`config.mk`:
```
export PLATFORM = sky130hd
export DESIGN_NAME = mem_stage_flat
export DESIGN_NICKNAME = d
export VERILOG_FILES = /design/src/rtl/mem_stage_if.sv /design/src/rtl/mem_stage.sv /design/src/flat_wrapper.sv
export SDC_FILE = /design/constraint.sdc
export NUM_CORES = 1
export LEC_CHECK = 0
export ABC_AREA = 1
export BUFFER_PORTS_ARGS = -buffer_cell sky130_fd_sc_hd__buf_2
export CORE_MARGIN = 2
export CORE_UTILIZATION = 49
export CTS_CLUSTER_SIZE = 24
export DETAILED_ROUTE_END_ITERATION = 8
export PLACE_DENSITY = 0.79
export SLEW_MARGIN = 5
export SYNTH_ARGS = -nofsm -noshare
export SYNTH_HDL_FRONTEND = slang
export SYNTH_SLANG_ARGS = --single-unit
export TNS_END_PERCENT = 1
```
`constraint.sdc`:
```
create_clock -name i_clk -period 4.1 [get_ports i_clk]
set_input_delay 0.82 -clock i_clk [delete_from_list [all_inputs] [get_ports i_clk]]
set_output_delay 0.82 -clock i_clk [all_outputs]
set_load 0.02 [all_outputs]
```
`src/rtl/mem_stage_if.sv`:
```
// mem_stage_if: data-bus request/ack channel between the MEM stage and memory
// Ports: mem_req/mem_we/mem_addr/mem_wdata/mem_wstrb driven by master (stage),
//        mem_ack/mem_rdata driven by slave (memory); rdata is valid with ack.
interface mem_stage_if;
  logic        mem_req;
  logic        mem_we;
  logic [31:0] mem_addr;
  logic [31:0] mem_wdata;
  logic [3:0]  mem_wstrb;
  logic        mem_ack;
  logic [31:0] mem_rdata;
  modport master(output mem_req, mem_we, mem_addr, mem_wdata, mem_wstrb, input mem_ack, mem_rdata);
  modport slave(input mem_req, mem_we, mem_addr, mem_wdata, mem_wstrb, output mem_ack, mem_rdata);
endinterface

```
`src/rtl/mem_stage.sv`:
```
// mem_stage: memory-access pipeline stage (bus handshake, load align/extend, MEM forwarding bundle)
// Ports: i_clk/i_rst_n (async active-low); EX side i_valid/o_ready/i_rd/i_result/i_store_data/
//        i_is_load/i_is_store/i_funct3; bus (mem_stage_if.master); writeback o_wb_valid/o_wb_rd/
//        o_wb_data; o_mem_bypass {rd,data}; o_pause stall; o_bus_err timeout pulse.
// Option MEM_MISALIGN_TRAP_EN adds o_misalign/o_misalign_addr and suppresses misaligned accesses.
module mem_stage #(
  parameter int TIMEOUT_CYCLES = 255
) (
  input  logic        i_clk,
  input  logic        i_rst_n,
  mem_stage_if.master bus,
  input  logic        i_valid,
  output logic        o_ready,
  input  logic [4:0]  i_rd,
  input  logic [31:0] i_result,
  input  logic [31:0] i_store_data,
  input  logic        i_is_load,
  input  logic        i_is_store,
  input  logic [2:0]  i_funct3,
  output logic        o_wb_valid,
  output logic [4:0]  o_wb_rd,
  output logic [31:0] o_wb_data,
  output logic [36:0] o_mem_bypass,
  output logic        o_pause,
  output logic        o_bus_err
`ifdef MEM_MISALIGN_TRAP_EN
  ,
  output logic        o_misalign,
  output logic [31:0] o_misalign_addr
`endif
);
  localparam logic [0:0] IDLE = 1'b0;
  localparam logic [0:0] BUS  = 1'b1;
  localparam int CW = TIMEOUT_CYCLES > 1 ? $clog2(TIMEOUT_CYCLES) : 1;
  logic [0:0]    state;
  logic [CW-1:0] cnt;
  logic [31:0]   addr_q, wdata_q, wdata_n, fmt;
  logic [3:0]    wstrb_q, wstrb_n;
  logic [2:0]    f3_q;
  logic [4:0]    rd_q;
  logic          ld_q, we_q, mem_op, mis, tmo;
  logic [1:0]    sz, off;
  logic [7:0]    lb;
  logic [15:0]   lh;
  always_comb begin
    mem_op  = i_is_load | i_is_store;
    sz      = i_funct3[1:0];
    off     = i_result[1:0];
    wdata_n = sz == 2'b00 ? {4{i_store_data[7:0]}} : sz == 2'b01 ? {2{i_store_data[15:0]}} : i_store_data;
    wstrb_n = sz == 2'b00 ? 4'b0001 << off : sz == 2'b01 ? 4'b0011 << {off[1], 1'b0} : 4'b1111;
`ifdef MEM_MISALIGN_TRAP_EN
    mis     = mem_op & ((sz == 2'b01 & off[0]) | (sz[1] & |off));
`else
    mis     = 1'b0;
`endif
    lb      = bus.mem_rdata[{addr_q[1:0], 3'b000} +: 8];
    lh      = addr_q[1] ? bus.mem_rdata[31:16] : bus.mem_rdata[15:0];
    // funct3[2] selects zero-extension; codes with size 2'b10/2'b11 all read as a full word
    fmt     = f3_q[1:0] == 2'b00 ? {{24{lb[7] & ~f3_q[2]}}, lb} :
              f3_q[1:0] == 2'b01 ? {{16{lh[15] & ~f3_q[2]}}, lh} : bus.mem_rdata;
    tmo     = TIMEOUT_CYCLES != 0 && int'(cnt) == TIMEOUT_CYCLES - 1;
  end
  assign o_pause       = state == BUS;
  assign o_ready       = ~o_pause;
  assign bus.mem_req   = state == BUS;
  assign bus.mem_we    = we_q;
  assign bus.mem_addr  = {addr_q[31:2], 2'b00};
  assign bus.mem_wdata = wdata_q;
  assign bus.mem_wstrb = wstrb_q;
  assign o_mem_bypass  = o_wb_valid ? {o_wb_rd, o_wb_data} : 37'd0;
  always_ff @(posedge i_clk or negedge i_rst_n) begin
    if (!i_rst_n) begin
      state      <= IDLE;
      cnt        <= '0;
      addr_q     <= '0;
      wdata_q    <= '0;
      wstrb_q    <= '0;
      f3_q       <= '0;
      rd_q       <= '0;
      ld_q       <= 1'b0;
      we_q       <= 1'b0;
      o_wb_valid <= 1'b0;
      o_wb_rd    <= '0;
      o_wb_data  <= '0;
      o_bus_err  <= 1'b0;
    end else begin
      o_wb_valid <= 1'b0;
      o_bus_err  <= 1'b0;
      if (state == IDLE) begin
        if (i_valid && mem_op && !mis) begin
          state   <= BUS;
          cnt     <= '0;
          addr_q  <= i_result;
          f3_q    <= i_funct3;
          rd_q    <= i_rd;
          ld_q    <= i_is_load;
          we_q    <= i_is_store;
          wdata_q <= i_is_store ? wdata_n : 32'd0;
          wstrb_q <= i_is_store ? wstrb_n : 4'b0000;
        end else if (i_valid && !mem_op) begin
          o_wb_valid <= 1'b1;
          o_wb_rd    <= i_rd;
          o_wb_data  <= i_rd == 5'd0 ? 32'd0 : i_result;
        end
      end else if (bus.mem_ack) begin
        state      <= IDLE;
        o_wb_valid <= ld_q;
        o_wb_rd    <= rd_q;
        o_wb_data  <= rd_q == 5'd0 ? 32'd0 : fmt;
      end else if (tmo) begin
        // abort: a load still retires with zero so the destination is defined
        state      <= IDLE;
        o_bus_err  <= 1'b1;
        o_wb_valid <= ld_q;
        o_wb_rd    <= rd_q;
        o_wb_data  <= 32'd0;
      end else begin
        cnt <= cnt + 1'b1;
      end
    end
  end
`ifdef MEM_MISALIGN_TRAP_EN
  always_ff @(posedge i_clk or negedge i_rst_n) begin
    if (!i_rst_n) begin
      o_misalign      <= 1'b0;
      o_misalign_addr <= '0;
    end else begin
      o_misalign <= state == IDLE && i_valid && mis;
      if (state == IDLE && i_valid && mis) o_misalign_addr <= i_result;
    end
  end
`endif
endmodule

```
`src/flat_wrapper.sv`:
```
// flat-port wrapper written by rule: the top's interface ports become plain ports
module mem_stage_flat 
#(
  parameter int TIMEOUT_CYCLES = 255
)
  (i_clk, i_rst_n, i_valid, o_ready, i_rd, i_result, i_store_data, i_is_load, i_is_store, i_funct3, o_wb_valid, o_wb_rd, o_wb_data, o_mem_bypass, o_pause, o_bus_err, bus_mem_req, bus_mem_we, bus_mem_addr, bus_mem_wdata, bus_mem_wstrb, bus_mem_ack, bus_mem_rdata);
  mem_stage_if bus_i ();
  input  logic i_clk;
  input  logic i_rst_n;
  input  logic i_valid;
  output logic o_ready;
  input  logic [4:0] i_rd;
  input  logic [31:0] i_result;
  input  logic [31:0] i_store_data;
  input  logic i_is_load;
  input  logic i_is_store;
  input  logic [2:0] i_funct3;
  output logic o_wb_valid;
  output logic [4:0] o_wb_rd;
  output logic [31:0] o_wb_data;
  output logic [36:0] o_mem_bypass;
  output logic o_pause;
  output logic o_bus_err;
  output wire logic [$bits(bus_i.mem_req)-1:0] bus_mem_req;
  output wire logic [$bits(bus_i.mem_we)-1:0] bus_mem_we;
  output wire logic [$bits(bus_i.mem_addr)-1:0] bus_mem_addr;
  output wire logic [$bits(bus_i.mem_wdata)-1:0] bus_mem_wdata;
  output wire logic [$bits(bus_i.mem_wstrb)-1:0] bus_mem_wstrb;
  input wire logic [$bits(bus_i.mem_ack)-1:0] bus_mem_ack;
  input wire logic [$bits(bus_i.mem_rdata)-1:0] bus_mem_rdata;
  assign bus_mem_req = bus_i.mem_req;
  assign bus_mem_we = bus_i.mem_we;
  assign bus_mem_addr = bus_i.mem_addr;
  assign bus_mem_wdata = bus_i.mem_wdata;
  assign bus_mem_wstrb = bus_i.mem_wstrb;
  assign bus_i.mem_ack = bus_mem_ack;
  assign bus_i.mem_rdata = bus_mem_rdata;
  mem_stage #(.TIMEOUT_CYCLES(TIMEOUT_CYCLES)) u_core (.i_clk(i_clk), .i_rst_n(i_rst_n), .bus(bus_i), .i_valid(i_valid), .o_ready(o_ready), .i_rd(i_rd), .i_result(i_result), .i_store_data(i_store_data), .i_is_load(i_is_load), .i_is_store(i_is_store), .i_funct3(i_funct3), .o_wb_valid(o_wb_valid), .o_wb_rd(o_wb_rd), .o_wb_data(o_wb_data), .o_mem_bypass(o_mem_bypass), .o_pause(o_pause), .o_bus_err(o_bus_err));
endmodule
```
Word-level counts from Yosys, hierarchy flattened
Index checks and enable logic that the tools add are counted.
{"block": "totals", "ff_bits": 126, "latch_bits": 0, "ramBits": 0, "rom_bits": 0, "inputBits": 110, "out_inout_bits": 148, "elab_cells": 79, "mem_count": 0}
{"block": "op_classes", "n_addsub": 1, "n_mul": 0, "div": 0, "magnitude_cmp": 0, "n_eq_ne": 7, "shift": 3, "n_mux": 38, "bitwise_logic": 5, "n_reduce_logical": 12}
{"op": "two-way mux 32 bit", "count": 12}
{"op": "two-way mux 37 bit", "count": 1}
{"op": "two-way mux 8 bit", "count": 4}
{"op": "indexed part select 32 x 6 -> 8 bit", "count": 1}
{"op": "two-way mux 5 bit", "count": 5}
{"op": "two-way mux 16 bit", "count": 1}
{"op": "two-way mux 1 bit", "count": 12}
{"op": "two-way mux 4 bit", "count": 3}
{"op": "logical NOT 5 bit", "count": 2}
{"op": "adder 8 x 1 -> 8 bit (second input constant)", "count": 1}
{"op": "== test 8 x 2 -> 1 bit (second input constant)", "count": 1}
{"op": "AND reduction 3 bit", "count": 2}
{"op": "== test 2 x 1 -> 1 bit (second input constant)", "count": 2}
{"op": "logical NOT 2 bit", "count": 2}
{"op": "inequality test 2 bit (second input constant)", "count": 2}
{"op": "nonzero test 2 bit", "count": 2}
{"op": "left shift 1 x 2 -> 4 bit (first input constant)", "count": 1}
{"op": "left shift 2 x 2 -> 4 bit (first input constant)", "count": 1}
{"op": "inequality test 3 bit (second input constant)", "count": 1}
{"op": "bitwise AND 1 bit", "count": 2}
{"op": "logical AND 1 bit", "count": 2}
{"op": "inequality test 2 x 1 -> 1 bit (second input constant)", "count": 1}
{"op": "inverter 1 bit", "count": 2}
{"op": "AND reduction 2 bit", "count": 1}
{"op": "2 further kinds", "count": 2}

Depth between registers and ports, before layout
Gate-level depths: netlist of run 1.
{"block": "logic_depth", "word_depth": 7, "ltp_mapped": 11, "mapped_depth_nobuf": 10}

Worst setup path before layout of run 1
Ideal clock, no wire load.
{"block": "synth_timing", "path_type": "register to output", "start": "reg u_core.o_wb_valid", "end": "out o_mem_bypass[10]", "arrival_ns": 1.222, "t_required_ns": 3.280, "path_slack_ns": 2.058, "path_stages_with_launch": 5, "n_path_buf": 2, "path_cell_list": "dfrtp_1 -> clkbuf_1 -> clkbuf_1 -> nand2_1 -> inv_1"}
{"block": "synth_via", "elab_chain_len": 1}
{"element": "start: declaration", "line_no": "mem_stage.sv:20", "source": "output logic o_wb_valid,"}
{"element": "start signal: assignment", "line_no": "mem_stage.sv:107", "source": "o_wb_valid <= ld_q;"}
{"element": "start signal: assignment", "line_no": "mem_stage.sv:114", "source": "o_wb_valid <= ld_q;"}
{"element": "two-way mux 37 bit", "line_no": "mem_stage.sv:70", "source": "assign o_mem_bypass = o_wb_valid ? {o_wb_rd, o_wb_data} : 37'd0;"}
{"element": "end: declaration", "line_no": "flat_wrapper.sv:21", "source": "output logic [36:0] o_mem_bypass;"}
Every way passes these cells.

Final worst setup path of run 1
{"block": "layout_timing", "start": "reg u_core.o_wb_valid", "end": "out o_mem_bypass[19]"}
Same word-level chain as after synthesis.

==> results of run 1 <==
## where the power goes
group	internal (mW)	switching (mW)	total, mW
clock	1.03	0.570	1.60
sequential	1.54	0.264	1.81
combinational	0.620	1.26	1.88
## sequential cells by signal, summed over array words and instances (netlist names)
register	flops
u_core.ld_q	1
u_core.o_bus_err	1
u_core.bus.mem_req	1
u_core.addr_q	32
u_core.o_wb_valid	1
u_core.bus.mem_we	1
u_core.bus.mem_wstrb	4
u_core.bus.mem_wdata	32
u_core.f3_q	3
u_core.o_wb_data	32
u_core.cnt	8
u_core.o_wb_rd	5
u_core.rd_q	5
## cells in the final DEF, fill, tap and decap left out
cell type,n
buf_2,254
nand2_1,233
dfrtp_1,126
inv_1,110
o21ai_0,99
nor2_1,69
a21oi_2,59
nand3_1,56
a21oi_1,40
nor2_2,31
clkbuf_16,17
o21ai_1,8
a221oi_1,8
inv_2,7
buf_4,7
nand2_2,6
o211ai_1,6
clkinv_4,5
bufinv_16,4
nand2_4,3
nor3_1,3
xor2_1,3
clkinvlp_4,3
o31ai_1,2
nand3_2,2
ha_1,2
conb_1,2
diode_2,1
nor2_4,1
or2_1,1
nand3b_1,1
xnor2_1,1
inv_6,1
or2_2,1
nand4_1,1
clkbuf_8,1
clkinv_2,1
buf_6,1
## kinds of logic after synthesis
group,synth area share
buffers and inverters,0.137
AND/OR/NAND/NOR,0.237
AO/OA/AOI/OAI,0.188
flip-flops,0.429
other,0.000511
adder cells (fa/ha/maj),0.00341
XOR/XNOR,0.00477
## routing by layer
metal,part of all wire,track usage,wire (um)
met5,0,0,0
met4,0.020,0.0924,420
met3,0.071,0.0603,1520
met2,0.49,0.445,10500
met1,0.42,0.337,8870
## synthesized netlist by cell type, drive strengths merged
master  number  area (um2)
a21oi       99         717
buf         60         458
nor3         3        15.0
o211ai       6        45.0
dfrtp      126        3150
xor2         3        26.3
nand3b       1        7.51
nor2       101         464
o21ai      107         536
clkbuf      26        97.6
o31ai        2        15.0
ha           2        25.0
nand2      242         938
a221oi       8        70.1
nand4        1        6.26
conb         1        3.75
inv        118         448
xnor2        1        8.76
or2          2        12.5
nand3       58         295
## layout make-up
cell class              count  area, um2  area share
clock inverters            13        191      0.0213
diodes                      1       2.50    0.000278
repair buffers            262       1340       0.148
well taps                 184        230      0.0256
inverters                 118        448      0.0498
flip-flops and latches    126       3150       0.350
clock buffers              18        439      0.0488
multi-input cells         638       3200       0.356
## worst register-to-register path: cells and delay by family, from the launching register on
family          cells  cell delay [ps]
simple gates        4              960
compound gates      1               50
flops               1              570
buf+inv             2              550
## worst min-delay path by stage
stage                             from                       to  slack (ps)  depth (start not counted)
3_5_place_dp   u_core.bus.mem_wdata[8]  u_core.bus.mem_wdata[8]         470                          2
4_1_cts               u_core.addr_q[9]         u_core.addr_q[9]         480                          2
3_3_place_gp         u_core.addr_q[31]        u_core.addr_q[31]         460                          2
6_report                       i_rst_n      u_core.o_wb_data[3]         480                          1
2_1_floorplan        u_core.addr_q[10]        u_core.addr_q[10]         450                          2
5_1_grt              u_core.addr_q[12]        u_core.addr_q[12]         500                          2
## metrics by stage
stage,std cells,utilization,hold WS [ps]
floorplan,968,-,454
global route,1360,0.617,501
finish,1360,0.617,476
detailed placement,1328,0.574,468
global placement,1328,0.574,461
CTS,1359,0.617,482
==> summary.json, run 1 <==
{
  "place": {
    "dpl.hpwl_mm": 15.8,
    "pre_cts_setup_slack_ps": 1450,
    "gpl.final_weighted_congestion": 0.984,
    "post_dp_cell_area_um2": 8370,
    "port_buffers": 255
  },
  "timing": {
    "grt_setup_unrepaired": "no",
    "slew_viol_final": 0,
    "tightest_slew_ps": 1040,
    "fin_setup_tns_ps": 0,
    "timing.final.setup_violations": 0,
    "fin_worst_skew_ps": 8.88,
    "report.final.hold_viol_count": 0,
    "timing.slew.headroom": 0.305,
    "final.period_utilization": 0.644,
    "max_freq_mhz": 379,
    "setup_slack_ps": 1460,
    "fin_crit_ps": 2640
  },
  "die": {
    "initial_core_util": 0.503,
    "core.rowCount": 44,
    "die_h_um": 126,
    "die_area_um2": 16000,
    "fp.coreArea_um2": 14600,
    "die-width_um": 126,
    "io-pin-count": 258
  },
  "finish": {
    "area_delta_synth_final_pct": 22.6,
    "final_area_um2": 9000,
    "layout-drive-gt1-share": 0.344,
    "n_fill_cell": 1352,
    "num-nets-final": 1275
  },
  "clocking": {
    "numCtsBuffers": 17,
    "tritoncts_num_sinks": 126,
    "clock_tree.root_cell": "clkbuf_16",
    "tritoncts": "built",
    "cts_buffer_depth": 2,
    "post_cts_resized": 0,
    "post_cts_buffers": 0,
    "clkTransAtPathRegs_ps": 60,
    "ctsHoldBuffers": 0,
    "later_pin_clock_latency_in_the_skew_report_ps": 420,
    "cts_max_level": 4
  },
  "pwr": {
    "post-layout-total-power_mw": 5.29,
    "power_density_nw_per_um2": 588,
    "max-vdd-ir-drop_v": 0.000323,
    "total_leakage_power_nw": 4.90
  },
  "critical_path": {
    "critical-path-max-stage-delay_ps": 730,
    "worst_r2r_path_depth": 7,
    "timing.rr.start": "u_core.bus.mem_req",
    "cpLargestDelayFamily": "flip-flops",
    "crit_path_start": "u_core.o_wb_valid",
    "cp-start-kind": "flop",
    "timing.critical_path.arrival_ps": 1820,
    "reg2reg_slack_ps": 1840,
    "worstPathCellList": "buf_4, nand2_1, inv_1, buf_2",
    "worst_reg2reg_endpoint": "u_core.o_wb_data[31]",
    "cp_data_required_time_ps": 3280,
    "timing.critical_path.to": "o_mem_bypass[19]",
    "timing.critical_path.to_type": "output port",
    "cp_slowest_cell": "dfrtp_1",
    "crit_path_depth": 4,
    "critical_path.n_buffers_inverters": 3,
    "worst-setup-path-type": "reg -> out",
    "timing.critical_path.fanout_max": 22
  },
  "status": {
    "result_of_the_run": "complete, no violations"
  },
  "drt": {
    "routed_via_density": 5.13,
    "route.vias.total": 6972,
    "drt_pre_antenna_iters": 4,
    "detail-route-antenna-nets": 0,
    "detail_route.wl_per_cell_um": 15.7,
    "number_of_design_rule_violations_left_after_detail_routing": 0,
    "routed_wirelength_mm": 21.3,
    "drt-initial-drc-count": 367
  },
  "global_route": {
    "vias_in_the_first_global_route": 6540,
    "grt_first_pass_wirelength_mm": 33.4,
    "globalRoute.totalOverflow": 0,
    "grt_antenna_before_repair": 2,
    "pin_count_of_the_biggest_net_entering_global_routing": 103,
    "gr-usage-all-layers": 0.264
  },
  "logic_synthesis": {
    "netlist_area_um2": 7340,
    "seq_area_frac_synth": 0.429,
    "post_synth_inst_count": 967,
    "synthesis.yosys.warnings": 0,
    "synth_area_per_cell_um2": 7.59,
    "post_synth_num_cell_types": 34,
    "synth-seq-cells": 126
  },
  "flow_run": {
    "max_cap_viol_count": 0
  },
  "min_path": {
    "worstHoldPathType": "in -> async"
  }
}
Note: power is estimated with default switching activity, not from simulation.
==> inputs of run 2 (changes only) <==
--- a/config.mk
+++ b/config.mk
@@ -8,10 +8,10 @@
 export ABC_AREA = 1
 export BUFFER_PORTS_ARGS = -buffer_cell sky130_fd_sc_hd__buf_2
 export CORE_MARGIN = 2
-export CORE_UTILIZATION = 49
+export CORE_UTILIZATION = 46
 export CTS_CLUSTER_SIZE = 24
 export DETAILED_ROUTE_END_ITERATION = 8
-export PLACE_DENSITY = 0.79
+export PLACE_DENSITY = 0.78
 export SLEW_MARGIN = 5
 export SYNTH_ARGS = -nofsm -noshare
 export SYNTH_HDL_FRONTEND = slang
==> constraint.sdc (replaced) <==
create_clock -name i_clk -period 2.4 [get_ports i_clk]
set_input_delay 0.48 -clock i_clk [delete_from_list [all_inputs] [get_ports i_clk]]
set_output_delay 0.48 -clock i_clk [all_outputs]
set_load 0.02 [all_outputs]
==> run 2 against run 1 <==
  * Sequential share of layout area shrank 0.72 points
  * Largest power group unchanged
  * Via count increased by 0.39%
  * Non-clock buffer count up 10
  * Setup slack worse by 1100 ps
==> summary.json, run 2 (synthesized netlist as in run 1, its figures left out) <==
{
  "timing": {
    "fin_setup_tns": {"value": 0, "unit": "ps", "change": "unchanged"},
    "slew_viol_final": {"value": 0, "change": "unchanged"},
    "final.period_utilization": 0.842,
    "timing.slew.headroom": {"value": 0.632, "change": "+0.327"},
    "fin_crit_ps": 2020,
    "timing.final.setup_violations": {"value": 0, "change": "unchanged"},
    "fin_worst_skew": {"value": 7.69, "unit": "ps", "change": "-1.19 ps"},
    "max_freq_mhz": 495,
    "grt_setup_unrepaired": "no",
    "tightest_slew": {"value": 552, "unit": "ps", "change": "-490 ps"},
    "report.final.hold_viol_count": {"value": 0, "change": "unchanged"}
  },
  "pwr": {
    "power.switching_fraction": {"value": 0.388, "change": "-0.00814"},
    "clock_power_share": {"value": 0.308, "change": "+0.005"},
    "total_leakage_power": {"value": 4.97, "unit": "nW", "change": "+1.6%"},
    "p_int": {"value": 5.61, "unit": "mW", "change": "+76%"},
    "share_comb_of_total_power": {"value": 0.358, "change": "+0.002"},
    "power_density": {"value": 997, "unit": "nW/um2", "change": "+70%"},
    "p_switching": {"value": 3.56, "unit": "mW", "change": "+70%"},
    "share_seq_of_total_power": {"value": 0.335, "change": "-0.006"},
    "max-vdd-ir-drop": {"value": 0.000473, "unit": "V", "change": "+46%"}
  },
  "clocking": {
    "post_cts_resized": {"value": 0, "change": "unchanged"},
    "numCtsBuffers": {"value": 17, "change": "unchanged"},
    "cts_max_level": {"value": 4, "change": "unchanged"},
    "post_cts_buffers": {"value": 0, "change": "unchanged"},
    "clkTransAtPathRegs": {"value": 50, "unit": "ps", "change": "about the same"},
    "clock_tree.root_cell": "clkbuf_16",
    "cts_buffer_depth": {"value": 2, "change": "unchanged"},
    "tritoncts_num_sinks": {"value": 126, "change": "unchanged"},
    "tritoncts": "built",
    "later_pin_clock_latency_in_the_skew_report": {"value": 420, "unit": "ps", "change": "about the same"}
  },
  "critical_path": {
    "timing.critical_path.to_type": "output port",
    "cp-start-kind": "flop",
    "timing.critical_path.fanout_max": {"value": 27, "change": "+23%"},
    "timing.critical_path.arrival": {"value": 1540, "unit": "ps", "change": "-280 ps"},
    "worst-setup-path-type": "reg -> out",
    "cp_data_required_time": {"value": 1920, "unit": "ps", "change": "-1360 ps"}
  },
  "place": {
    "dpl.hpwl": {"value": 15.2, "unit": "mm", "change": "-3.7%"},
    "gpl.final_weighted_congestion": {"value": 0.899, "change": "-8.7%"},
    "port_buffers": {"value": 255, "change": "unchanged"},
    "post_dp_cell_area": {"value": 8540, "unit": "um2", "change": "+2.0%"}
  },
  "die": {
    "fp.coreArea": {"value": 15700, "unit": "um2", "change": "+7.7%"},
    "die_h": {"value": 130, "unit": "um", "change": "+3.1%"},
    "die-width": {"value": 130, "unit": "um", "change": "+3.1%"},
    "initial_core_util": {"value": 0.467, "change": "-0.0360"},
    "die_area": {"value": 17000, "unit": "um2", "change": "+6.3%"},
    "core.rowCount": {"value": 46, "change": "+4.5%"},
    "io-pin-count": {"value": 258, "change": "unchanged"}
  },
  "drt": {
    "routed_via_density": {"value": 4.99, "change": "-2.8%"},
    "detail_route.wl_per_cell": {"value": 14.9, "unit": "um", "change": "-5.0%"},
    "routed_wirelength": {"value": 20.9, "unit": "mm", "change": "-1.9%"},
    "detail-route-antenna-nets": {"value": 0, "change": "unchanged"},
    "route.vias.total": {"value": 6999, "change": "+0.39%"},
    "drt-initial-drc-count": {"value": 616, "change": "+68%"},
    "number_of_design_rule_violations_left_after_detail_routing": {"value": 0, "change": "unchanged"},
    "drt_pre_antenna_iters": {"value": 5, "change": "+1"}
  },
  "finish": {
    "n_fill_cell": {"value": 1471, "change": "+8.8%"},
    "layout_commonest_cell": "buf_2",
    "layout.area.seq": {"value": 3150, "unit": "um2", "change": "about the same"},
    "final_cell_mix": "buf_2, nand2_1, dfrtp_1, inv_1, o21ai_0",
    "num-nets-final": {"value": 1285, "change": "+0.78%"},
    "layout-drive-gt1-share": {"value": 0.347, "change": "+0.00356"},
    "area_delta_synth_final_pct": 25.2,
    "final_area": {"value": 9190, "unit": "um2", "change": "+2.1%"},
    "multiInputGateArea": {"value": 3200, "unit": "um2", "change": "unchanged"}
  },
  "global_route": {
    "grt_first_pass_wirelength": {"value": 32.5, "unit": "mm", "change": "-2.7%"},
    "pin_count_of_the_biggest_net_entering_global_routing": {"value": 52, "change": "-50%"},
    "grt_antenna_before_repair": {"value": 2, "change": "unchanged"},
    "vias_in_the_first_global_route": {"value": 6395, "change": "-2.2%"},
    "globalRoute.totalOverflow": {"value": 0, "change": "unchanged"},
    "gr-usage-all-layers": {"value": 0.248, "change": "-0.0163"}
  },
  "min_path": {
    "worstHoldPathType": "in -> reg"
  },
  "flow_run": {
    "max_cap_viol_count": {"value": 0, "change": "unchanged"}
  },
  "status": {
    "result_of_the_run": "complete, no violations"
  }
}
-- run 2: cell types whose count changed in the layout (fill, tap and decap cells not counted), sizes merged --
cell,delta
buf,+9
bufinv,+1
clkbuf,+3
clkinv,-2
clkinvlp,-1
diode,+1
dlygate4sd3,+1
-- run 2: final cells by class --
type	instances	area share
Tap cell	216	0.0294
Sequential cell	126	0.343
Multi-Input combinational cell	638	0.348
Timing Repair Buffer	272	0.160
Inverter	118	0.0487
Clock inverter	11	0.0205
Clock buffer	21	0.0490
Antenna cell	2	0.000544
-- run 2: worst max-delay path: stages (launching register included) --
cell and delay (ps):
dfrtp_1 600, buf_12 230, nand2_1 60, inv_1 60, buf_2 160
-- run 2: repair_timing --
action,CTS,global route
hold endpoints to repair,38,0
hold buffers,1,0
setup endpoints to repair,0,0
-- run 2: path summary, 6_finish.rpt --
check / start / slack, ps / to / depth (start not counted)
max: u_core.o_wb_valid / 380 / o_mem_bypass[25] / 4
min: bus_mem_ack / 270 / u_core.o_bus_err / 2
max reg2reg: u_core.cnt[0] / 460 / u_core.o_wb_data[31] / 10
min reg2reg: u_core.bus.mem_we / 470 / u_core.bus.mem_we / 2
max in group asynchronous: i_rst_n / 1210 / u_core.o_wb_data[30] / 3
min in group asynchronous: i_rst_n / 560 / u_core.addr_q[10] / 2
-- run 2: power groups by stage --
stage / registers, mW / clock network [mW] / logic (mW)
global route: 3.13 / 2.97 / 3.62
finish: 3.07 / 2.82 / 3.28
floorplan: 3.42 / 0 / 2.01
detailed placement: 3.09 / 0 / 3.29
CTS: 3.07 / 2.87 / 3.30
global placement: 3.08 / 0 / 3.22
-- run 2: layer usage --
metal / routed length (um) / part of all wire / up-vias / global-route usage
li1: - / - / 3451 / -
met1: 9030 / 0.43 / 3196 / 0.327
met2: 9890 / 0.47 / 316 / 0.402
met3: 1500 / 0.072 / 36 / 0.0537
met4: 485 / 0.023 / 0 / 0.0982
met5: 0 / 0 / - / 0
-- run 2: through the flow --
stage | util | setup WS [ps] | power [mW] | hold slack [ps] | std cells
after floorplan | - | 698 | 5.42 | 184 | 968
after global placement | 0.543 | 330 | 6.30 | 438 | 1369
after detailed placement | 0.543 | 299 | 6.38 | 440 | 1369
after CTS | 0.585 | 358 | 9.23 | 253 | 1402
after global routing | 0.585 | 248 | 9.72 | 260 | 1404
final | 0.585 | 380 | 9.17 | 266 | 1404
==> inputs of run 3 (changes only) <==
--- a/config.mk
+++ b/config.mk
@@ -8,10 +8,10 @@
 export ABC_AREA = 1
 export BUFFER_PORTS_ARGS = -buffer_cell sky130_fd_sc_hd__buf_2
 export CORE_MARGIN = 2
-export CORE_UTILIZATION = 46
+export CORE_UTILIZATION = 49
 export CTS_CLUSTER_SIZE = 24
 export DETAILED_ROUTE_END_ITERATION = 8
-export PLACE_DENSITY = 0.78
+export PLACE_DENSITY = 0.79
 export SLEW_MARGIN = 5
 export SYNTH_ARGS = -nofsm -noshare
 export SYNTH_HDL_FRONTEND = slang
==> constraint.sdc (replaced) <==
create_clock -name i_clk -period 2.1 [get_ports i_clk]
set_input_delay 0.42 -clock i_clk [delete_from_list [all_inputs] [get_ports i_clk]]
set_output_delay 0.42 -clock i_clk [all_outputs]
set_load 0.02 [all_outputs]
==> run 3 against run 2 <==
  * Non-clock buffer count increased by 7
  * Sequential power increased by 14%
  * Critical path type unchanged
  * Critical path depth unchanged
  * Register-to-register slack got worse by 200 ps
  * First-iteration DRC count decreased by 25%
  * Highest routed layer unchanged
==> summary.json, run 3 (synthesized netlist as in run 1, its figures left out) <==
{
  "status": {
    "result_of_the_run": "complete, no violations"
  },
  "clocking": {
    "tritoncts": "built",
    "ctsHoldBuffers": {"value": 1, "change": "unchanged"},
    "clkTransAtPathRegs": {"value": 60, "unit": "ps", "change": "about the same"},
    "post_cts_buffers": {"value": 0, "change": "unchanged"},
    "cts_buffer_depth": {"value": 2, "change": "unchanged"},
    "cts_max_level": {"value": 4, "change": "unchanged"},
    "tritoncts_num_sinks": {"value": 126, "change": "unchanged"},
    "clock_tree.root_cell": "clkbuf_16",
    "numCtsBuffers": {"value": 17, "change": "unchanged"},
    "post_cts_resized": {"value": 0, "change": "unchanged"},
    "later_pin_clock_latency_in_the_skew_report": {"value": 420, "unit": "ps", "change": "about the same"}
  },
  "min_path": {
    "worstHoldPathType": "in -> reg",
    "hold_path.startpoint": "bus_mem_ack"
  },
  "critical_path": {
    "cp-start-kind": "flop",
    "worst-setup-path-type": "reg -> out",
    "cp_data_required_time": {"value": 1680, "unit": "ps", "change": "-240 ps"},
    "timing.critical_path.to_type": "output port",
    "worst_r2r_path_depth": {"value": 8, "change": "-2"},
    "timing.rr.start": "u_core.f3_q[0]",
    "critical_path.n_buffers_inverters": {"value": 3, "change": "unchanged"},
    "reg2reg_slack": {"value": 260, "unit": "ps", "change": "-200 ps"},
    "worstPathCellList": "buf_4, nand2_1, inv_1, buf_2",
    "crit_path_start": "u_core.o_wb_valid",
    "cp_slowest_cell": "dfrtp_1",
    "critical-path-max-stage-delay": {"value": 360, "unit": "ps", "change": "-240 ps"},
    "cpLargestDelayFamily": "buffers and inverters",
    "worst_reg2reg_endpoint": "u_core.o_wb_data[14]",
    "timing.critical_path.fanout_max": {"value": 28, "change": "+3.7%"},
    "timing.critical_path.to": "o_mem_bypass[19]",
    "timing.critical_path.arrival": {"value": 1430, "unit": "ps", "change": "-110 ps"},
    "crit_path_depth": {"value": 4, "change": "unchanged"}
  },
  "finish": {
    "final_area": {"value": 9140, "unit": "um2", "change": "-0.63%"},
    "area_delta_synth_final_pct": 24.4,
    "num-nets-final": {"value": 1292, "change": "+0.54%"},
    "layout.cells.non_filler": {"value": 1377, "change": "-1.9%"},
    "n_antenna_cell": {"value": 0, "change": "-2"},
    "layout_commonest_cell": "buf_2",
    "final_core_util": {"value": 0.626, "change": "+0.0411"},
    "layout-drive-gt1-share": {"value": 0.351, "change": "+0.00383"},
    "final_cell_mix": "buf_2, nand2_1, dfrtp_1, inv_1, o21ai_0"
  },
  "timing": {
    "final.period_utilization": 0.881,
    "fin_crit_ps": 1850,
    "slew_viol_final": {"value": 0, "change": "unchanged"},
    "tightest_slew": {"value": 566, "unit": "ps", "change": "+13.9 ps"},
    "timing.final.setup_violations": {"value": 0, "change": "unchanged"},
    "timing.slew.headroom": {"value": 0.622, "change": "-0.0102"},
    "fin_setup_tns": {"value": 0, "unit": "ps", "change": "unchanged"},
    "fin_worst_skew": {"value": 10.9, "unit": "ps", "change": "+3.16 ps"},
    "grt_setup_unrepaired": "no",
    "max_freq_mhz": 541,
    "whs": {"value": 209, "unit": "ps", "change": "-57.4 ps"},
    "report.final.hold_viol_count": {"value": 0, "change": "unchanged"}
  },
  "drt": {
    "detail_route.wl_per_cell": {"value": 15.8, "unit": "um", "change": "+6.2%"},
    "drt_pre_antenna_iters": {"value": 5, "change": "unchanged"},
    "number_of_design_rule_violations_left_after_detail_routing": {"value": 0, "change": "unchanged"},
    "routed_via_density": {"value": 5.19, "change": "+4.1%"},
    "routed_wirelength": {"value": 21.8, "unit": "mm", "change": "+4.2%"},
    "route.vias.total": {"value": 7145, "change": "+2.1%"},
    "detail-route-antenna-nets": {"value": 0, "change": "unchanged"},
    "drt-initial-drc-count": {"value": 460, "change": "-25%"}
  },
  "flow_run": {
    "max_cap_viol_count": {"value": 0, "change": "unchanged"}
  },
  "die": {
    "initial_core_util": {"value": 0.503, "change": "+0.0360"},
    "die_area": {"value": 16000, "unit": "um2", "change": "-5.9%"},
    "die-width": {"value": 126, "unit": "um", "change": "-3.0%"},
    "io-pin-count": {"value": 258, "change": "unchanged"},
    "fp.coreArea": {"value": 14600, "unit": "um2", "change": "-7.2%"},
    "core.rowCount": {"value": 44, "change": "-4.3%"},
    "die_h": {"value": 126, "unit": "um", "change": "-3.0%"}
  },
  "global_route": {
    "gr-usage-all-layers": {"value": 0.275, "change": "+0.0270"},
    "grt_first_pass_wirelength": {"value": 34.8, "unit": "mm", "change": "+7.1%"},
    "pin_count_of_the_biggest_net_entering_global_routing": {"value": 82, "change": "+58%"},
    "vias_in_the_first_global_route": {"value": 6732, "change": "+5.3%"},
    "globalRoute.totalOverflow": {"value": 0, "change": "unchanged"},
    "grt_antenna_before_repair": {"value": 0, "change": "-2"}
  },
  "pwr": {
    "max-vdd-ir-drop": {"value": 0.000597, "unit": "V", "change": "+26%"},
    "total_leakage_power": {"value": 4.98, "unit": "nW", "change": "+0.15%"},
    "power_density": {"value": 1120, "unit": "nW/um2", "change": "+13%"}
  },
  "place": {
    "port_buffers": {"value": 255, "change": "unchanged"},
    "dpl.hpwl": {"value": 16.3, "unit": "mm", "change": "+7.7%"},
    "post_dp_cell_area": {"value": 8530, "unit": "um2", "change": "-0.16%"},
    "dpl.cell_count": {"value": 1344, "change": "-1.8%"},
    "gpl.final_weighted_congestion": {"value": 0.976, "change": "+8.6%"}
  }
}
run 3: worst register-to-register path, cell delays in order, from the launching register on:
cell	delay (ps)
dfrtp_1	430
nand2_2	170
inv_2	310
nand2_1	290
nand2_1	130
nand3_1	110
nand2_1	110
nand2_1	80
a21oi_2	140
run 3: worst min-delay path by stage:
stage                                     end  slack (ps)  cells past startpoint
after floorplan              u_core.addr_q[0]         120                      0
after detailed placement  u_core.o_wb_data[9]         380                      1
after global routing         u_core.o_bus_err         200                      2
after global placement    u_core.o_wb_data[2]         380                      1
after CTS                    u_core.o_bus_err         200                      2
final                        u_core.o_bus_err         210                      2
run 3: area by class of cell:
| type | count | area [um2] |
|---|---|---|
| clock buffers | 19 | 433 |
| well taps | 184 | 230 |
| fillers | 1302 | 5450 |
| flip-flops and latches | 126 | 3150 |
| inverters | 118 | 448 |
| multi-input cells | 638 | 3200 |
| clock inverters | 13 | 168 |
| repair buffers | 279 | 1500 |
run 3: through the flow:
stage / total power [mW] / setup slack (ps)
5_1_grt: 10.9 / 96.4
4_1_cts: 10.3 / 246
6_report: 10.3 / 250
2_1_floorplan: 6.20 / 458
3_5_place_dp: 7.31 / 277
3_3_place_gp: 7.22 / 296
run 3: per-layer routing:
layer  track usage  part of all wire  vias up
met5             0                 0        -
met4         0.105             0.028        0
met3        0.0645             0.082       43
met2         0.450              0.48      342
met1         0.356              0.41     3297
li1              -                 -     3463
run 3: power by group:
group	switching [mW]	leakage (nW)	internal [mW]
Combinational	2.50	3.14	1.26
Sequential	0.502	1.56	3.01
Clock	1.13	0.287	1.87
Total	4.13	4.98	6.14
